===== src/rtl/sdram_init_seq_if.sv =====
// SDRAM pin bus plus the refresh req/ack pair between the init sequencer and the command engine.
// Latency: none (wires only).
// Backpressure: ref_req stays high until ref_ack has been seen once per pending refresh.
// Ports: ref_ack (engine -> sequencer); sdr_cke, sdr_cs_n, sdr_ras_n, sdr_cas_n, sdr_we_n,
//        sdr_ba, sdr_addr, sdr_dqm, sdr_init_done, ref_req (sequencer -> pins/engine).
// master = sequencer side, slave = pin/engine side.
interface sdram_init_seq_if #(
   parameter int SDR_BW = 2
);
   logic              ref_ack;
   logic              sdr_cke;
   logic              sdr_cs_n;
   logic              sdr_ras_n;
   logic              sdr_cas_n;
   logic              sdr_we_n;
   logic [1:0]        sdr_ba;
   logic [12:0]       sdr_addr;
   logic [SDR_BW-1:0] sdr_dqm;
   logic              sdr_init_done;
   logic              ref_req;

   modport master (
      input  ref_ack,
      output sdr_cke, sdr_cs_n, sdr_ras_n, sdr_cas_n, sdr_we_n,
      output sdr_ba, sdr_addr, sdr_dqm, sdr_init_done, ref_req
   );

   modport slave (
      output ref_ack,
      input  sdr_cke, sdr_cs_n, sdr_ras_n, sdr_cas_n, sdr_we_n,
      input  sdr_ba, sdr_addr, sdr_dqm, sdr_init_done, ref_req
   );
endinterface


===== src/rtl/sdram_init_seq.sv =====
// SDR SDRAM power-up sequencer (CKE wait, PRECHARGE ALL, N x AUTO REFRESH, LOAD MODE) and refresh-interval timer.
// Latency: all outputs registered; each command lasts one cycle and the next follows tX cycles later.
// Backpressure: refresh requests accumulate in a 4-bit saturating counter until acknowledged.
// Ports: sdram_clk, sdram_resetn (sync, active-low); bus = sdram_init_seq_if.master (pins, init_done, ref_req/ref_ack).
// Option: define SDR_INIT_EMRS_EN to issue an extended mode register load (ba=2'b10, EMR_VAL) after the LMR.
module sdram_init_seq #(
   parameter int          SDR_DW       = 16,
   parameter int          SDR_BW       = 2,
   parameter int          PWR_CYC      = 20000,
   parameter int          TRP          = 2,
   parameter int          TRFC         = 7,
   parameter int          TMRD         = 2,
   parameter int          NUM_REF      = 8,
   parameter logic [12:0] MODE_REG     = 13'h033,
   parameter logic [12:0] EMR_VAL      = 13'h000,
   parameter int          REF_INTERVAL = 780
) (
   input  logic                 sdram_clk,
   input  logic                 sdram_resetn,
   sdram_init_seq_if.master     bus
);
   localparam int MAX_A = (PWR_CYC > REF_INTERVAL) ? PWR_CYC : REF_INTERVAL;
   localparam int MAX_C = (MAX_A > TRFC) ? MAX_A : TRFC;
   localparam int CW    = $clog2(MAX_C) + 1;
   localparam int RW    = $clog2(NUM_REF + 1);

   // {cs_n, ras_n, cas_n, we_n}
   localparam logic [3:0] CMD_NOP = 4'b0111;
   localparam logic [3:0] CMD_PRE = 4'b0010;
   localparam logic [3:0] CMD_REF = 4'b0001;
   localparam logic [3:0] CMD_LMR = 4'b0000;

   if (SDR_DW != 8 * SDR_BW || PWR_CYC < 1 || TRP < 1 || TRFC < 1 || TMRD < 1 ||
       NUM_REF < 1 || REF_INTERVAL < 1) begin : g_param_check
      $error("sdram_init_seq: illegal parameter set");
   end

   typedef enum logic [3:0] {
      WAIT_PWR, CKE_NOP, PRE, WAIT_TRP, REF, WAIT_TRFC,
      LMR, WAIT_TMRD, EMRS, WAIT_EMRS, DONE
   } state_t;

   state_t            state, nstate, after_ref, after_lmr;
   logic [CW-1:0]     cnt, ncnt;
   logic [RW-1:0]     ref_cnt, nref_cnt;
   logic [3:0]        ref_pend, npend;
   logic              wrap, ack_hit;
   logic              n_cke, n_done, n_req;
   logic [3:0]        n_cmd;
   logic [1:0]        n_ba;
   logic [12:0]       n_addr;
   logic [SDR_BW-1:0] n_dqm;

   // ref_cnt already includes the REF being issued when this is consulted.
   assign after_ref = (ref_cnt == RW'(NUM_REF)) ? LMR : REF;
`ifdef SDR_INIT_EMRS_EN
   assign after_lmr = EMRS;
`else
   assign after_lmr = DONE;
`endif

   always_comb begin
      nstate   = state;
      ncnt     = cnt + 1'b1;
      nref_cnt = ref_cnt;
      wrap     = 1'b0;
      case (state)
         // The reset edge itself is not a wait cycle: cycle 0 is the first edge out of reset,
         // so cnt equals the cycle index here and we leave after PWR_CYC cycles.
         WAIT_PWR:  if (cnt == CW'(PWR_CYC)) begin nstate = CKE_NOP; ncnt = '0; end
         CKE_NOP:   begin nstate = PRE; ncnt = '0; end
         // Command states last one cycle; the WAIT_x states cover the remaining tX-1 NOPs
         // and are skipped entirely when tX is 1.
         PRE:       begin nstate = (TRP > 1) ? WAIT_TRP : REF; ncnt = '0; end
         WAIT_TRP:  if (cnt == CW'((TRP > 1) ? TRP - 2 : 0)) begin nstate = REF; ncnt = '0; end
         REF:       begin nstate = (TRFC > 1) ? WAIT_TRFC : after_ref; ncnt = '0; end
         WAIT_TRFC: if (cnt == CW'((TRFC > 1) ? TRFC - 2 : 0)) begin nstate = after_ref; ncnt = '0; end
         LMR:       begin nstate = (TMRD > 1) ? WAIT_TMRD : after_lmr; ncnt = '0; end
         WAIT_TMRD: if (cnt == CW'((TMRD > 1) ? TMRD - 2 : 0)) begin nstate = after_lmr; ncnt = '0; end
         EMRS:      begin nstate = (TMRD > 1) ? WAIT_EMRS : DONE; ncnt = '0; end
         WAIT_EMRS: if (cnt == CW'((TMRD > 1) ? TMRD - 2 : 0)) begin nstate = DONE; ncnt = '0; end
         // cnt doubles as the refresh interval timer once init is complete.
         DONE:      if (cnt == CW'(REF_INTERVAL - 1)) begin wrap = 1'b1; ncnt = '0; end
         default:   begin nstate = WAIT_PWR; ncnt = '0; end
      endcase

      if (nstate == REF) nref_cnt = ref_cnt + 1'b1;

      // Wrap and ack together cancel out; ack with nothing pending is ignored.
      ack_hit = (state == DONE) && bus.ref_ack && (ref_pend != 4'd0);
      npend   = ref_pend;
      if (wrap && !ack_hit && ref_pend != 4'hF) npend = ref_pend + 4'd1;
      else if (ack_hit && !wrap)                npend = ref_pend - 4'd1;
      n_req = (npend != 4'd0);

      // Pin values are decoded from the state being entered so they line up with it after the edge.
      n_cke  = 1'b1;
      n_cmd  = CMD_NOP;
      n_ba   = 2'b00;
      n_addr = 13'h0000;
      n_dqm  = '1;
      n_done = 1'b0;
      case (nstate)
         WAIT_PWR: n_cke = 1'b0;
         PRE:      begin n_cmd = CMD_PRE; n_addr = 13'h0400; end
         REF:      n_cmd = CMD_REF;
         LMR:      begin n_cmd = CMD_LMR; n_addr = MODE_REG; end
         EMRS:     begin n_cmd = CMD_LMR; n_ba = 2'b10; n_addr = EMR_VAL; end
         DONE:     begin n_dqm = '0; n_done = 1'b1; end
         default:  ;
      endcase
   end

   always_ff @(posedge sdram_clk) begin
      if (!sdram_resetn) begin
         state             <= WAIT_PWR;
         cnt               <= '0;
         ref_cnt           <= '0;
         ref_pend          <= '0;
         bus.sdr_cke       <= 1'b0;
         {bus.sdr_cs_n, bus.sdr_ras_n, bus.sdr_cas_n, bus.sdr_we_n} <= CMD_NOP;
         bus.sdr_ba        <= 2'b00;
         bus.sdr_addr      <= 13'h0000;
         bus.sdr_dqm       <= '1;
         bus.sdr_init_done <= 1'b0;
         bus.ref_req       <= 1'b0;
      end else begin
         state             <= nstate;
         cnt               <= ncnt;
         ref_cnt           <= nref_cnt;
         ref_pend          <= npend;
         bus.sdr_cke       <= n_cke;
         {bus.sdr_cs_n, bus.sdr_ras_n, bus.sdr_cas_n, bus.sdr_we_n} <= n_cmd;
         bus.sdr_ba        <= n_ba;
         bus.sdr_addr      <= n_addr;
         bus.sdr_dqm       <= n_dqm;
         bus.sdr_init_done <= n_done;
         bus.ref_req       <= n_req;
      end
   end
endmodule


===== src/flat_wrapper.sv =====
// flat-port wrapper written by rule: the top's interface ports become plain ports
module sdram_init_seq_flat 
#(
   parameter int          SDR_DW       = 16,
   parameter int          SDR_BW       = 2,
   parameter int          PWR_CYC      = 20000,
   parameter int          TRP          = 2,
   parameter int          TRFC         = 7,
   parameter int          TMRD         = 2,
   parameter int          NUM_REF      = 8,
   parameter logic [12:0] MODE_REG     = 13'h033,
   parameter logic [12:0] EMR_VAL      = 13'h000,
   parameter int          REF_INTERVAL = 780
)
  (sdram_clk, sdram_resetn, bus_ref_ack, bus_sdr_cke, bus_sdr_cs_n, bus_sdr_ras_n, bus_sdr_cas_n, bus_sdr_we_n, bus_sdr_ba, bus_sdr_addr, bus_sdr_dqm, bus_sdr_init_done, bus_ref_req);
  sdram_init_seq_if #(.SDR_BW(SDR_BW)) bus_i ();
  input  logic sdram_clk;
  input  logic sdram_resetn;
  input wire logic [$bits(bus_i.ref_ack)-1:0] bus_ref_ack;
  output wire logic [$bits(bus_i.sdr_cke)-1:0] bus_sdr_cke;
  output wire logic [$bits(bus_i.sdr_cs_n)-1:0] bus_sdr_cs_n;
  output wire logic [$bits(bus_i.sdr_ras_n)-1:0] bus_sdr_ras_n;
  output wire logic [$bits(bus_i.sdr_cas_n)-1:0] bus_sdr_cas_n;
  output wire logic [$bits(bus_i.sdr_we_n)-1:0] bus_sdr_we_n;
  output wire logic [$bits(bus_i.sdr_ba)-1:0] bus_sdr_ba;
  output wire logic [$bits(bus_i.sdr_addr)-1:0] bus_sdr_addr;
  output wire logic [$bits(bus_i.sdr_dqm)-1:0] bus_sdr_dqm;
  output wire logic [$bits(bus_i.sdr_init_done)-1:0] bus_sdr_init_done;
  output wire logic [$bits(bus_i.ref_req)-1:0] bus_ref_req;
  assign bus_i.ref_ack = bus_ref_ack;
  assign bus_sdr_cke = bus_i.sdr_cke;
  assign bus_sdr_cs_n = bus_i.sdr_cs_n;
  assign bus_sdr_ras_n = bus_i.sdr_ras_n;
  assign bus_sdr_cas_n = bus_i.sdr_cas_n;
  assign bus_sdr_we_n = bus_i.sdr_we_n;
  assign bus_sdr_ba = bus_i.sdr_ba;
  assign bus_sdr_addr = bus_i.sdr_addr;
  assign bus_sdr_dqm = bus_i.sdr_dqm;
  assign bus_sdr_init_done = bus_i.sdr_init_done;
  assign bus_ref_req = bus_i.ref_req;
  sdram_init_seq #(.SDR_DW(SDR_DW), .SDR_BW(SDR_BW), .PWR_CYC(PWR_CYC), .TRP(TRP), .TRFC(TRFC), .TMRD(TMRD), .NUM_REF(NUM_REF), .MODE_REG(MODE_REG), .EMR_VAL(EMR_VAL), .REF_INTERVAL(REF_INTERVAL)) u_core (.sdram_clk(sdram_clk), .sdram_resetn(sdram_resetn), .bus(bus_i));
endmodule

===== config.mk =====
export PLATFORM = sky130hd
export DESIGN_NAME = sdram_init_seq_flat
export DESIGN_NICKNAME = d
export VERILOG_FILES = /design/src/rtl/sdram_init_seq_if.sv /design/src/rtl/sdram_init_seq.sv /design/src/flat_wrapper.sv
export SDC_FILE = /design/constraint.sdc
export NUM_CORES = 1
export LEC_CHECK = 0
export CORE_ASPECT_RATIO = 0.8
export CORE_MARGIN = 8
export CORE_UTILIZATION = 40
export CTS_CLUSTER_SIZE = 8
export DETAILED_ROUTE_END_ITERATION = 10
export PLACE_DENSITY = 0.67
export SYNTH_ARGS = -nofsm -noshare
export SYNTH_HDL_FRONTEND = slang
export SYNTH_SLANG_ARGS = --single-unit

===== constraint.sdc =====
create_clock -name sdram_clk -period 4 [get_ports sdram_clk]
set_clock_uncertainty 0.1 [all_clocks]
set_input_delay 1 -clock sdram_clk [delete_from_list [all_inputs] [get_ports sdram_clk]]
set_output_delay 1 -clock sdram_clk [all_outputs]
set_load 0.02 [all_outputs]

After elaboration in Yosys (flattened, before gate mapping)
Cells that the tools add are included.
Widths: inputs -> output; s select.
Word-level totals
  register bits: 52
  bits in latches: 0
  bits in writable memories: 0
  ROM bits: 0
  bits of input ports: 3
  output and inout bits: 24
  logic and storage cells: 74
  memories kept: 0
Operators by class
  add/sub/neg operators: 4
  $mul: 0
  div/mod/pow operators: 0
  $lt $le $gt $ge: 0
  equal/unequal tests: 20
  shifts and indexed selects: 0
  mux-type cells: 21
  bitwise logic cells: 0
  reductions and logical operators: 15
Operators by type and width (count)
  $mux 16: 4
  $pmux 16 s4: 1
  $pmux 4 s10: 1
  $eq 4x3->1 const B: 6
  $eq 4x4->1 const B: 6
  $mux 4: 6
  $pmux 11 s2: 1
  $add 16x1->16 const B: 1
  $eq 16x10->1 const B: 1
  $eq 16x15->1 const B: 1
  $eq 16x3->1 const B: 1
  $logic_not 16->1: 1
  $eq 4x2->1 const B: 3
  $pmux 3 s3: 1
  $add 4x1->4 const B: 2
  $logic_not 4->1: 2
  $reduce_bool 4->1: 2
  $mux 2: 3
  $logic_and 1x1->1: 5
  $eq 4x1->1 const B: 1
  $mux 1: 4
  $ne 4x4->1 const B: 1
  $reduce_or 2->1: 2
  $sub 4x1->4 const B: 1
  2 further kinds: 3

Depth between registers and ports, before layout
  word-level depth: 8
  depth in mapped cells: 9

Least setup slack after synthesis
No wires, ideal clock.
  kind: input to register
  from: input port bus_ref_ack
  to: register u_core.bus.ref_req
  library setup time: 120 ps
  arrival time: 2232 ps
  path slack: 1548 ps
  cell stages on the path: 6
  buffers on the path: 0
  path through: a21o_1 > a221oi_1 > nor2b_1 > a22oi_1 > xnor2_1 > o31a_1
Between the ends
  longest elaborated chain between the ends: 7
Ends and longest elaborated chain
  start: declaration: RTL line flat_wrapper.sv:19  | input wire logic [$bits(bus_i.ref_ack)-1:0] bus_ref_ack;
  $logic_and 1x1->1 * (2 in a row): RTL line sdram_init_seq.sv:90  | ack_hit = (state == DONE) && bus.ref_ack && (ref_pend != 4'd0);
  $logic_not 1->1: RTL line sdram_init_seq.sv:92  | if (wrap && !ack_hit && ref_pend != 4'hF) npend = ref_pend + 4'd1;
  $logic_and 1x1->1 (2 in a row): RTL line sdram_init_seq.sv:92
  $mux 4 *: RTL line sdram_init_seq.sv:92
  $reduce_bool 4->1 *: RTL line sdram_init_seq.sv:94  | n_req = (npend != 4'd0);
  end signal: assignment: RTL line sdram_init_seq.sv:138  | bus.ref_req <= n_req;
  end: declaration: RTL line sdram_init_seq_if.sv:25  | output sdr_ba, sdr_addr, sdr_dqm, sdr_init_done, ref_req
Mark *: on every way between the ends. The rest lies on a longest branch, timed or not.
A chain may end at the register's enable or synchronous reset.

Worst setup path after layout
Same ends and word-level chain as after synthesis.

==> results.toml <==
[synthesis]
ys.warnings.count = 0
synthCells = 241
synth.area.top_cells = "dfxtp_1, buf_4, nor2_1"
synth_seq_cells = 38
avgSynthCellArea_um2 = 9.02
yosysTopAreaCellShare = 0.350
synth_edf_count = 0
synth-main-ff-cell = "dfxtp_1"
ys_types = 55
async_flop_share = 0
syn-cell-area_mm2 = 0.00217
synth_area_leader_cell = "dfxtp_1"
seq_area_frac_synth = 0.350

[global_route]
antenna_found_initial = 0
grt.overflow.total = 0
grt_max_degree = 17
grtUsageTotal = 0.102
grt_pass1_wl_um = 6640
grt_pass1_vias = 1454

[sta]
period_minus_slack_ns = 2.78
slew_headroom = 0.543
hold_viol = 0
max_freq_mhz = 360
setup_tns_ns = 0
finalWorstSetupSlack_ns = 1.22
finalMaxSlewViolations = 0
setup_viol = 0
rsz0062_at_grt = "false"
period_share = 0.695
worst_pin_slew_ns = 0.684

[worst_setup_path]
crit_slowest_cell = "clkdlybuf4s50_1"
slowest_delay_ns = 0.45
crit_chain = "clkdlybuf4s50_1 -> a21o_1 -> a221oi_1 -> nor2b_1 -> a22oi_1 -> xnor2_1 -> o31a_1"
cp-end-kind = "flop"
cp_data_required_time_ns = 4.07
cp_top_family = "compound AO/OA/AOI/OAI gates"
cp_num_buf_inv = 1
crit_type = "in -> reg"
startpoint_type = "input port"
crit_fanout = 7
worstPathArrival_ns = 2.85

[final_layout]
syn_to_final_growth_pct = 9.61
diodes = 0
drive_above_1_share = 0.0876
layout_commonest_cell = "dfxtp_1"
post-route-cell-area_mm2 = 0.00238
final_cell_mix = "dfxtp_1, nor2_1, nand2_1, clkdlybuf4s50_1, inv_1"
nets = 262

[route]
remaining_drc_errors = 0
via_per_inst = 5.15
drtPass1Iterations = 4
drtIter0Drc = 81
ant_nets = 0
wl_per_cell_um = 12.6
wl_um = 3970
vias = 1627

[clock_network]
clock_sinks = 38
cts_max_level = 2
clockBufferDepth = 2
postCtsSetupRepairBufs = 0
clock_latency_ns = 0.28
cts_tree = "built"
clkTransAtPathRegs_ns = 0.07
post_cts_resized = 0
cts_buffers = 5
holdBufCountCts = 0
cts_root_buffer = "clkbuf_8"

[floorplan]
core_mm2 = 0.00535
die_w_um = 98.4
rows = 24
start_util = 0.407
pin_count = 27
die_area_mm2 = 0.00806
die_y_um = 81.9

[power_and_ir_drop]
cellPowerDensity_mw_per_mm2 = 290
p_leak_nw = 0.922
peakVddDrop_v = 0.0000867

[placement]
dpl.hpwl_um = 2990
io_buffers = 16
placed_area_mm2 = 0.00230
place.gp.congestion = 0.849
pre_cts_ws_ns = 0.954

[run_status]
status = "completed"

[run]
cap_violations = 0

[hold_path]
hold_path.class = "reg -> reg"
-- where the power goes --
part,leakage [nW],internal [W],switching (W)
logic,0.572,0.0000207,0.0000307
clock network,0.0431,0.000133,0.000118
registers,0.307,0.000383,0.00000564
-- Yosys cell counts (all sizes together) (5+ instances only) --
| library cell | count |
|---|---|
| xor2 | 8 |
| ha | 7 |
| o21ai | 5 |
| nor4 | 6 |
| nor2 | 26 |
| and2 | 5 |
| dfxtp | 38 |
| nand2 | 18 |
| nor3 | 7 |
| buf | 19 |
| xnor2 | 9 |
| nor2b | 6 |
| inv | 13 |
| nand3 | 7 |
| nand4 | 6 |
| and3 | 12 |
-- through the flow --
step / instances / util / total power, W / hold WS [ns]
floorplan: 251 / - / 0.000444 / 0.343
global placement: 310 / 0.430 / 0.000449 / 0.365
detailed placement: 310 / 0.430 / 0.000449 / 0.369
CTS: 316 / 0.446 / 0.000698 / 0.389
global route: 316 / 0.446 / 0.000722 / 0.396
finish: 316 / 0.446 / 0.000691 / 0.388
-- area by class of cell --
class / count / area, um^2
Clock buffer: 6 / 82.6
Fill cell: 520 / 2960
Inverter: 13 / 48.8
Multi-Input combinational cell: 177 / 1240
Sequential cell: 38 / 761
Tap cell: 65 / 81.3
Timing Repair Buffer: 17 / 168
-- flip-flops by register name, indices dropped and copies added (netlist names) --
signal	cells
u_core.bus.sdr_cke	1
u_core.bus.sdr_dqm	1
u_core.bus.sdr_ras_n	1
u_core.bus.sdr_we_n	1
u_core.bus.sdr_cas_n	1
u_core.cnt	16
u_core.bus.sdr_init_done	1
u_core.bus.ref_req	1
u_core.ref_cnt	4
u_core.bus.sdr_addr	2
u_core.state	4
u_core.bus.sdr_ba	1
u_core.ref_pend	4
-- cell families after synthesis --
kind of cell    synth area share
other cells              0.00173
xor+xnor                  0.0685
mux                       0.0138
flops                      0.350
buf+inv                   0.0961
compound gates             0.118
simple gates               0.311
fa+ha+maj                 0.0403
-- metal layers --
layer	share of wire	global-route usage	up-vias
li1	-	-	831
met2	0.41	0.153	39
met1	0.52	0.134	752
met5	0	0	-
met4	0.014	0.0458	0
met3	0.047	0.0262	5
-- worst paths after layout --
kind                                                     start                              end  slack, ns  cells past startpoint
worst min register to register  u_core.ref_cnt[3]$_SDFFE_PN0P_   u_core.ref_cnt[3]$_SDFFE_PN0P_       0.39                      2
worst max-delay path                               bus_ref_ack    u_core.bus.ref_req$_SDFF_PN0_       1.22                      7
worst min-delay path            u_core.ref_cnt[3]$_SDFFE_PN0P_   u_core.ref_cnt[3]$_SDFFE_PN0P_       0.39                      2
worst max register to register        u_core.cnt[0]$_SDFF_PN0_  u_core.bus.sdr_cas_n$_SDFF_PN1_       1.41                      7
-- worst reg2reg max path, cell delays in order, from the launching register on --
cell      delay [ns]
dfxtp_1         0.41
ha_1            0.18
nor4bb_1        0.39
nand4_1         0.19
a32o_1          0.35
a21o_4          0.24
nor4_4          0.40
o221ai_1        0.20
Power figures use the tool's default switching activity.
==> RTL change: new RTL, same settings <==
`NUM_REF` is set to 8 in 2 places; all go to 16.
--- a/src/rtl/sdram_init_seq.sv
+++ b/src/rtl/sdram_init_seq.sv
@@ -12,3 +12,3 @@
    parameter int          TMRD         = 2,
-   parameter int          NUM_REF      = 8,
+   parameter int          NUM_REF      = 16,
    parameter logic [12:0] MODE_REG     = 13'h033,
--- a/src/flat_wrapper.sv
+++ b/src/flat_wrapper.sv
@@ -9,3 +9,3 @@
    parameter int          TMRD         = 2,
-   parameter int          NUM_REF      = 8,
+   parameter int          NUM_REF      = 16,
    parameter logic [12:0] MODE_REG     = 13'h033,
Behaviour: same outputs for any inputs over 10 cycles, from zero or initial values and one cycle with sdram_resetn low; that may be too few to reach the edited logic, so the function may still have changed.
==> RTL change against the unedited design <==
  * Sequential cell count rose by 1
  * Area after synthesis is 0.86% lower
  * Routed wire length grew 6.2%
  * Worst setup slack better by 0.055 ns
  * Final area increased by 0.95%
  * Worst hold slack improved by 0.0027 ns
  * Fmax grew 2.0%
  * Critical path type is now flop to flop
Power is not compared: it rests on default switching activity, and its combinational part moved more than twofold at a synthesized area within 25%.
==> RTL change: results (changes against the unedited design) <==
stage,metric,value,unit,change
run_status,status,completed,,
setup_path,rrSetupSlack,1.28,ns,-0.13 ns
synthesis,seq_area_frac_synth,36.2,%,+1.2 points
timing,setup_tns,0,ns,unchanged
global_routing,grt_pass1_vias,1551,,+6.7%
setup_path,rr_endpoint,u_core.ref_cnt[3],,
setup_path,critPathKind,flop to flop,,
synthesis,netlist_top_cells_count,"39 x dfxtp_1, 28 x nor2_1, 15 x buf_4",,
setup_path,worst-path-max-fanout,10,,+3
global_routing,grtUsageMet3,3.98,%,+1.4 points
setup_path,cpLargestDelayFamily,simple AND/OR/NAND/NOR gates,,
place,dp_slack,1.21,ns,+0.257 ns
synthesis,synth.distinct_cells,53,,-3.6%
setup_path,cp_data_arrival_time,2.84,ns,about the same
global_routing,grt_pass1_wl,7.33,mm,+10%
setup_path,cp_slowest_stage_delay,0.50,ns,+0.05 ns
global_routing,met1_usage,15.0,%,+1.6 points
final_layout,num-nets-final,268,,+2.3%
timing,slew_headroom,66.5,%,+12 points
route,vias,1687,,+3.7%
hold_path,hold_path_end,u_core.ref_cnt[4],,
synthesis,synth.area.top_cells,"dfxtp_1 36%, buf_4 5.2%, nor2_1 4.9%, xor2_1 4.9%, ha_1 4.1%",,
clock_tree,clkLatencyLatePin,0.29,ns,
route,wire_per_inst,13.0,microns,+3.6%
setup_path,slowest_stage,or4_1,,
global_routing,grtUsageMet2,15.8,%,+0.51 points
## RTL change: cell types whose count changed after synthesis, moves of 5 or more
cell,delta
clkbuf_1,+5
nand2_1,-6
a21oi_1,+5
nor2b_1,-5
nand3_1,+5
nand4_1,+5
## RTL change: power groups by stage
stage	registers, W	logic (W)	clock network [W]
floorplan	0.000439	0.000146	0
global placement	0.000452	0.000162	0
detailed placement	0.000454	0.000165	0
CTS	0.000445	0.000166	0.000398
global route	0.000451	0.000186	0.000417
finish	0.000445	0.000165	0.000387
## RTL change: stage by stage
stage	hold slack, ns	instances	instance area [sq um]
floorplan	0.352	260	2190
global placement	0.367	316	2270
detailed placement	0.375	316	2270
CTS	0.391	324	2400
global route	0.413	324	2400
finish	0.391	324	2400
## RTL change: worst max path at each step
stage	endpoint	slack [ns]
after detailed placement	u_core.bus.ref_req	1.21
final	u_core.ref_cnt[3]	1.28
after global placement	u_core.bus.ref_req	1.24
after floorplan	u_core.ref_cnt[3]	1.42
after CTS	u_core.ref_cnt[3]	1.28
after global routing	u_core.ref_cnt[3]	1.14
## RTL change: area by class of cell
cell class                 instances  share of cell area, %
timing repair buffer              17                   6.97
multi-input combinational        182                   49.5
clock buffer                       5                   2.86
inverter                          13                   2.03
tap                               65                   3.38
sequential                        39                   32.5
clock inverter                     3                   2.81
## RTL change: cells by family after synthesis
kind of cell,Yosys count,synth area share (%)
flops,39,36.2
mux,1,0.465
simple gates,110,30.5
other cells,1,0.174
xor+xnor,17,6.91
compound gates,36,11.4
fa+ha+maj,7,4.06
buf+inv,39,10.3
## RTL change: routing by layer
metal,vias up,share of wire (%)
met3,4,5.8
met2,30,40
li1,871,-
met5,-,0
met4,0,1.0
met1,782,53
